--- config.mk ---
export PLATFORM = sky130hd
export DESIGN_NAME = stream_1d_to_3d_sub_array
export DESIGN_NICKNAME = d
export VERILOG_FILES = /design/src/rtl/stream_1d_to_3d_sub_array.sv
export SDC_FILE = /design/constraint.sdc
export NUM_CORES = 1
export LEC_CHECK = 0
export ABC_AREA = 1
export BUFFER_PORTS_ARGS = -buffer_cell sky130_fd_sc_hd__buf_2
export CAP_MARGIN = 30
export CORE_ASPECT_RATIO = 0.75
export CORE_MARGIN = 2
export CORE_UTILIZATION = 53
export CTS_CLUSTER_DIAMETER = 40
export CTS_CLUSTER_SIZE = 8
export DETAILED_ROUTE_END_ITERATION = 10
export GPL_ROUTABILITY_DRIVEN = 0
export PLACE_DENSITY = 0.8
export SYNTH_ARGS = -nofsm -noshare
export SYNTH_HDL_FRONTEND = slang
export SYNTH_SLANG_ARGS = --single-unit
--- constraint.sdc ---
create_clock -name clk -period 1.75 [get_ports clk]
set_input_delay 0.35 -clock clk [delete_from_list [all_inputs] [get_ports clk]]
set_output_delay 0.35 -clock clk [all_outputs]
set_load 0.02 [all_outputs]
--- src/rtl/stream_1d_to_3d_sub_array.sv ---
`default_nettype none
// +----------------------------------------------------------------------------+
// | Module      : stream_1d_to_3d_sub_array                                    |
// | Description : Collects a flat element stream (ELEMS_PER_BEAT elements per  |
// |               valid/ready beat) into a ROWS x COLS frame in sub-array      |
// |               order (top SUB_ROWS rows column-major, then the remaining    |
// |               rows column-major) and publishes each completed frame with   |
// |               its own valid/ready handshake.                               |
// |               Optional macro STREAM_CONVERT_DOUBLE_BUFFER_EN selects a     |
// |               two-bank ping-pong frame store for gapless streaming.        |
// | Revision    : 1.0 - initial release                                        |
// +----------------------------------------------------------------------------+
module stream_1d_to_3d_sub_array #(
  parameter int BIT_WIDTH      = 4,
  parameter int ROWS           = 8,
  parameter int COLS           = 8,
  parameter int SUB_ROWS       = 4,
  parameter int ELEMS_PER_BEAT = 4
) (
  input  logic                                      clk,
  input  logic                                      rst,
  input  logic [ELEMS_PER_BEAT*BIT_WIDTH-1:0]       in_data,
  input  logic                                      in_valid,
  output logic                                      in_ready,
  input  logic                                      in_last,
  output logic [ROWS-1:0][COLS-1:0][BIT_WIDTH-1:0]  out,
  output logic                                      out_valid,
  input  logic                                      out_ready,
  output logic                                      frame_err
);

  localparam int C_NB  = ROWS * COLS / ELEMS_PER_BEAT;
  localparam int C_RIW = (ROWS > 1) ? $clog2(ROWS) : 1;
  localparam int C_CW  = (COLS > 1) ? $clog2(COLS) : 1;
  localparam int C_BW  = (C_NB > 1) ? $clog2(C_NB) : 1;

  logic [C_RIW-1:0] r_row;
  logic [C_RIW:0]   w_row_sum;
  logic [C_CW-1:0]  r_col;
  logic             r_region_b;
  logic [C_BW-1:0]  r_beat;
  logic             r_armed;
  logic             r_frame_err;
  logic             w_acc;
  logic             w_final;
  logic             w_wrap;

  assign w_acc     = in_valid && in_ready;
  assign w_final   = (r_beat == C_BW'(C_NB - 1));
  assign w_row_sum = {1'b0, r_row} + (C_RIW+1)'(ELEMS_PER_BEAT);
  // The row base wraps at the bottom of whichever region is being filled.
  assign w_wrap    = r_region_b ? (w_row_sum == (C_RIW+1)'(ROWS))
                                : (w_row_sum == (C_RIW+1)'(SUB_ROWS));
  assign frame_err = r_frame_err;

  // Placement counters: beat index, row base, column and region flag.
  always_ff @(posedge clk) begin
    if (rst) begin
      r_beat     <= '0;
      r_row      <= '0;
      r_col      <= '0;
      r_region_b <= 1'b0;
    end else if (w_acc) begin
      if (w_final || in_last) begin
        // Frame finished or aborted by an early in_last: restart at beat 0.
        r_beat     <= '0;
        r_row      <= '0;
        r_col      <= '0;
        r_region_b <= 1'b0;
      end else begin
        r_beat <= r_beat + 1'b1;
        if (w_wrap) begin
          if (!r_region_b && (r_col == C_CW'(COLS - 1))) begin
            r_col      <= '0;
            r_row      <= C_RIW'(SUB_ROWS);
            r_region_b <= 1'b1;
          end else begin
            r_col <= r_col + 1'b1;
            r_row <= r_region_b ? C_RIW'(SUB_ROWS) : '0;
          end
        end else begin
          r_row <= w_row_sum[C_RIW-1:0];
        end
      end
    end
  end

  // One-cycle error pulse whenever in_last disagrees with the final-beat position.
  always_ff @(posedge clk) begin
    if (rst) r_frame_err <= 1'b0;
    else     r_frame_err <= w_acc && (in_last != w_final);
  end

  // Holds in_ready low through reset and releases it one cycle after.
  always_ff @(posedge clk) begin
    if (rst) r_armed <= 1'b0;
    else     r_armed <= 1'b1;
  end

`ifdef STREAM_CONVERT_DOUBLE_BUFFER_EN

  logic [ROWS-1:0][COLS-1:0][BIT_WIDTH-1:0] r_bank [2];
  logic [1:0] r_full;
  logic       r_wr;
  logic       r_rd;
  logic       w_take;
  logic       w_done;

  assign w_take = out_valid && out_ready;
  assign w_done = w_acc && w_final;
  assign out    = r_bank[r_rd];

  // Input stalls only when both banks hold unconsumed frames.
  always_comb begin
    in_ready  = r_armed && !(&r_full);
    out_valid = r_full[r_rd];
  end

  // Bank ownership: completion hands the fill bank over, a handshake frees the publish bank.
  always_ff @(posedge clk) begin
    if (rst) begin
      r_full <= 2'b00;
      r_wr   <= 1'b0;
      r_rd   <= 1'b0;
    end else begin
      if (w_take) begin
        r_full[r_rd] <= 1'b0;
        r_rd         <= ~r_rd;
      end
      if (w_done) begin
        r_full[r_wr] <= 1'b1;
        r_wr         <= ~r_wr;
      end
    end
  end

  // Scatter each accepted beat down one column of the fill bank.
  always_ff @(posedge clk) begin
    if (rst) begin
      r_bank[0] <= '0;
      r_bank[1] <= '0;
    end else if (w_acc) begin
      for (int e = 0; e < ELEMS_PER_BEAT; e++) begin
        r_bank[r_wr][r_row + C_RIW'(e)][r_col] <= in_data[e*BIT_WIDTH +: BIT_WIDTH];
      end
    end
  end

`else

  localparam logic [0:0] C_S_FILL = 1'b0;
  localparam logic [0:0] C_S_FULL = 1'b1;

  logic [0:0] r_state;
  logic [0:0] w_state_nxt;
  logic [ROWS-1:0][COLS-1:0][BIT_WIDTH-1:0] r_buf;

  assign out = r_buf;

  // State register.
  always_ff @(posedge clk) begin
    if (rst) r_state <= C_S_FILL;
    else     r_state <= w_state_nxt;
  end

  // Next state: FILL until the final beat lands, FULL until the frame is taken.
  always_comb begin
    w_state_nxt = r_state;
    case (r_state)
      C_S_FILL: if (w_acc && w_final) w_state_nxt = C_S_FULL;
      C_S_FULL: if (out_ready)        w_state_nxt = C_S_FILL;
      default:                        w_state_nxt = C_S_FILL;
    endcase
  end

  // Outputs decoded from the current state.
  always_comb begin
    in_ready  = r_armed && (r_state == C_S_FILL);
    out_valid = (r_state == C_S_FULL);
  end

  // Scatter each accepted beat down one column; writes only occur while filling.
  always_ff @(posedge clk) begin
    if (rst) begin
      r_buf <= '0;
    end else if (w_acc) begin
      for (int e = 0; e < ELEMS_PER_BEAT; e++) begin
        r_buf[r_row + C_RIW'(e)][r_col] <= in_data[e*BIT_WIDTH +: BIT_WIDTH];
      end
    end
  end

`endif

endmodule
`default_nettype wire

==> reports/qor.txt <==
CP Max Fanout = 16
initial DRC count = 1217
placed cell count = 2006
logic gate share of total power = 7.6%
CTS Buffer Depth = 3
Period minus WS final = 1630 ps
P_leak = 6.48 nW
most frequent cell after synthesis = nor2_1
crit path cell chain = nand4_4 -> nor2_4 -> nor2_1 -> nor2_1
Die Area = 0.0218 mm2
power density cells = 1030 mW/mm2
Syn Area/Cell = 7.05 um2
Final ANT Viol Nets = 0
DIE HEIGHT = 128 um
peak supply drop = 0.695 mV
DR pass1 iterations = 5
GRT Total Usage = 30.4%
# IOs = 280
# setup viols final = 0
Via density = 5.41
distinct cell type count after synthesis = 19
largest net degree at the start of global routing = 97
row cnt = 45
Syn Inst Count = 1546
Seq pwr share = 44.1%
switching pwr = 0.00341 W
DIE WIDTH = 170 um
ranking of synthesized cells by area = dfxtp_1 49%, nor2_1 16%, nand3_1 13%, nand2_1 9.6%, a21oi_1 3.3%
Worst Skew = 9.66 ps
layout-stage area growth over the synthesis result = 25.6%
most frequent CP cell = nor2_1
I/O Buffers = 279
clock group share of total power = 48.2%
DP Area = 0.0126 mm2
primary flip-flop cell chosen by synthesis mapping = dfxtp_1
CTS H-tree lvls = 2
worst slew pin tran = 471 ps
diodes inserted = 0
Rel. slew slack = 68.5%
RSZ-0062 raised after global routing = false
#FFs+latches synth = 268
Detailed Route WL = 34.1 mm
status = finished, final reports clean
synth cell count leaders = 465 x nor2_1, 278 x nand2_1, 276 x nand3_1
FF-to-FF setup slack = 120 ps
layout net count = 1816
vias = 11100
CP Launch Type = flip-flop
initial core utilization = 54.0%
Yosys warning total = 0
CP max stage delay = 490 ps
GRT overflow = 0
Net Sw Frac = 24.1%
Pint = 0.0107 W
Setup CP Type = reg2reg
final critical-path share of the clock period = 93.1%
Routed wire per std cell = 16.6 um
Worst-Skew Late Latency = 510 ps
Final Hold Fails = 0
DP Wirelength = 22.0 mm
Reg clk slew, reported paths = 50 ps
fill cell count = 1693
max-cap viol count = 0
root buf cell = clkbuf_16
number of synthesized flops with an enable pin = 0
Crit path required time = 2190 ps
WP data arrival = 2070 ps
cts bufs inserted = 41
vias in the first global route = 9827
post-synthesis sequential area ratio = 49.2%
final core occ = 67.8%
fin. max-slew vios = 0
Reg area = 0.00537 mm2
area of the multi-input gates = 0.00482 mm2
CTS tree = built
clock sinks = 268
final setup TNS = 0 ps
CP max stage cell = dfxtp_1
initial antenna violation count = 0
min-delay worst type = in2reg
share of cells above drive strength 1 = 22.5%
Synth top area share = 49.2%
first-pass GRT wire length = 52.4 mm
Cell Count, Final, Fillers Out = 2056
floorplan core area = 0.0202 mm2
Critical Path Sink Type = flip-flop
Hold Worst Slack = 112 ps
area leader, netlist = dfxtp_1
Netlist Area Pre-Place = 0.0109 mm2
post-synthesis async set-or-reset flop share = 0%
Remaining DRCs = 0
syn_nets = 1571
maximum clock rate = 614 MHz
cell area after layout = 0.0137 mm2
## path summary, 6_finish.rpt
path                                             from               endpoint  cells after the start
worst min register to register   out[86]$_SDFFE_PP0P_   out[86]$_SDFFE_PP0P_                      2
worst max-delay path            r_row[2]$_SDFFE_PP0P_  out[255]$_SDFFE_PP0P_                      4
worst max register to register  r_row[2]$_SDFFE_PP0P_  out[255]$_SDFFE_PP0P_                      4
worst min-delay path                        out_ready   out_valid$_SDFF_PP0_                      3
## routing by layer
metal  global-route usage (%)  vias to the layer above  share of wire (%)
met3                     7.29                       86                 10
li1                         -                     5380                  -
met5                        0                        -                  0
met1                     40.6                     5081                 42
met4                     11.6                        0                3.2
met2                     47.9                      569                 44
## power by group through the flow
stage / clock network (W) / registers [W] / logic (W)
after global placement: 0 / 0.00635 / 0.00105
after floorplan: 0 / 0.00642 / 0.000626
after CTS: 0.00690 / 0.00624 / 0.00107
final: 0.00682 / 0.00624 / 0.00108
after global routing: 0.00717 / 0.00624 / 0.00118
after detailed placement: 0 / 0.00636 / 0.00106
## per-stage QoR
step,setup slack [ps],total power (W)
2_1_floorplan,257,0.00705
3_3_place_gp,150,0.00741
3_5_place_dp,140,0.00742
4_1_cts,106,0.0142
5_1_grt,7.44,0.0146
6_report,120,0.0141
## cell usage in the layout (no fill, tap or decap)
cell type,count
nor2_1,463
clkbuf_1,2
inv_8,1
buf_12,15
clkbuf_16,41
o21ai_0,2
buf_2,279
nand3_1,276
nand3_4,1
o22a_1,1
inv_1,26
inv_2,4
dfxtp_2,1
inv_4,1
clkinvlp_4,1
clkinv_4,1
nand4_4,1
nand4_1,1
buf_4,34
dfxtp_1,267
nand2_1,278
inv_6,2
nor2_4,12
clkbuf_8,2
clkinv_1,1
ha_1,4
nor2_2,8
clkinv_2,1
a21oi_1,72
## area by class of cell
class / count / share of cell area (%)
timing repair buffer: 328 / 14.3
multi-input combinational: 1119 / 35.2
tap: 258 / 2.36
clock inverter: 5 / 0.283
clock buffer: 45 / 7.75
inverter: 33 / 0.977
sequential: 268 / 39.2
## worst max-delay path: cells and delay by family, from the launching register on
kind / cells / cell delay (ps)
flops: 1 / 490
simple gates: 4 / 1070
## cells by family (layout without fill, tap and decap cells)
logic type      Yosys count  count (layout)  synth area share, %
fa+ha+maj                 4               4                0.459
buf+inv                 159             411                 6.68
compound gates           75              75                 3.48
simple gates           1040            1040                 40.2
flops                   268             268                 49.2
## registers in the layout, indices dropped and copies added, names as in the netlist
register    count
frame_err       1
out           256
out_valid       1
r_armed         1
r_beat          4
r_col           3
r_region_b      1
r_row           1
## repair_timing
item                       4_1_cts  5_1_grt
gates resized for setup          0        1
buffers inserted                 0        0
setup endpoints to repair        0        1
hold buffers                     0        0
Power figures use the tool's default switching activity.
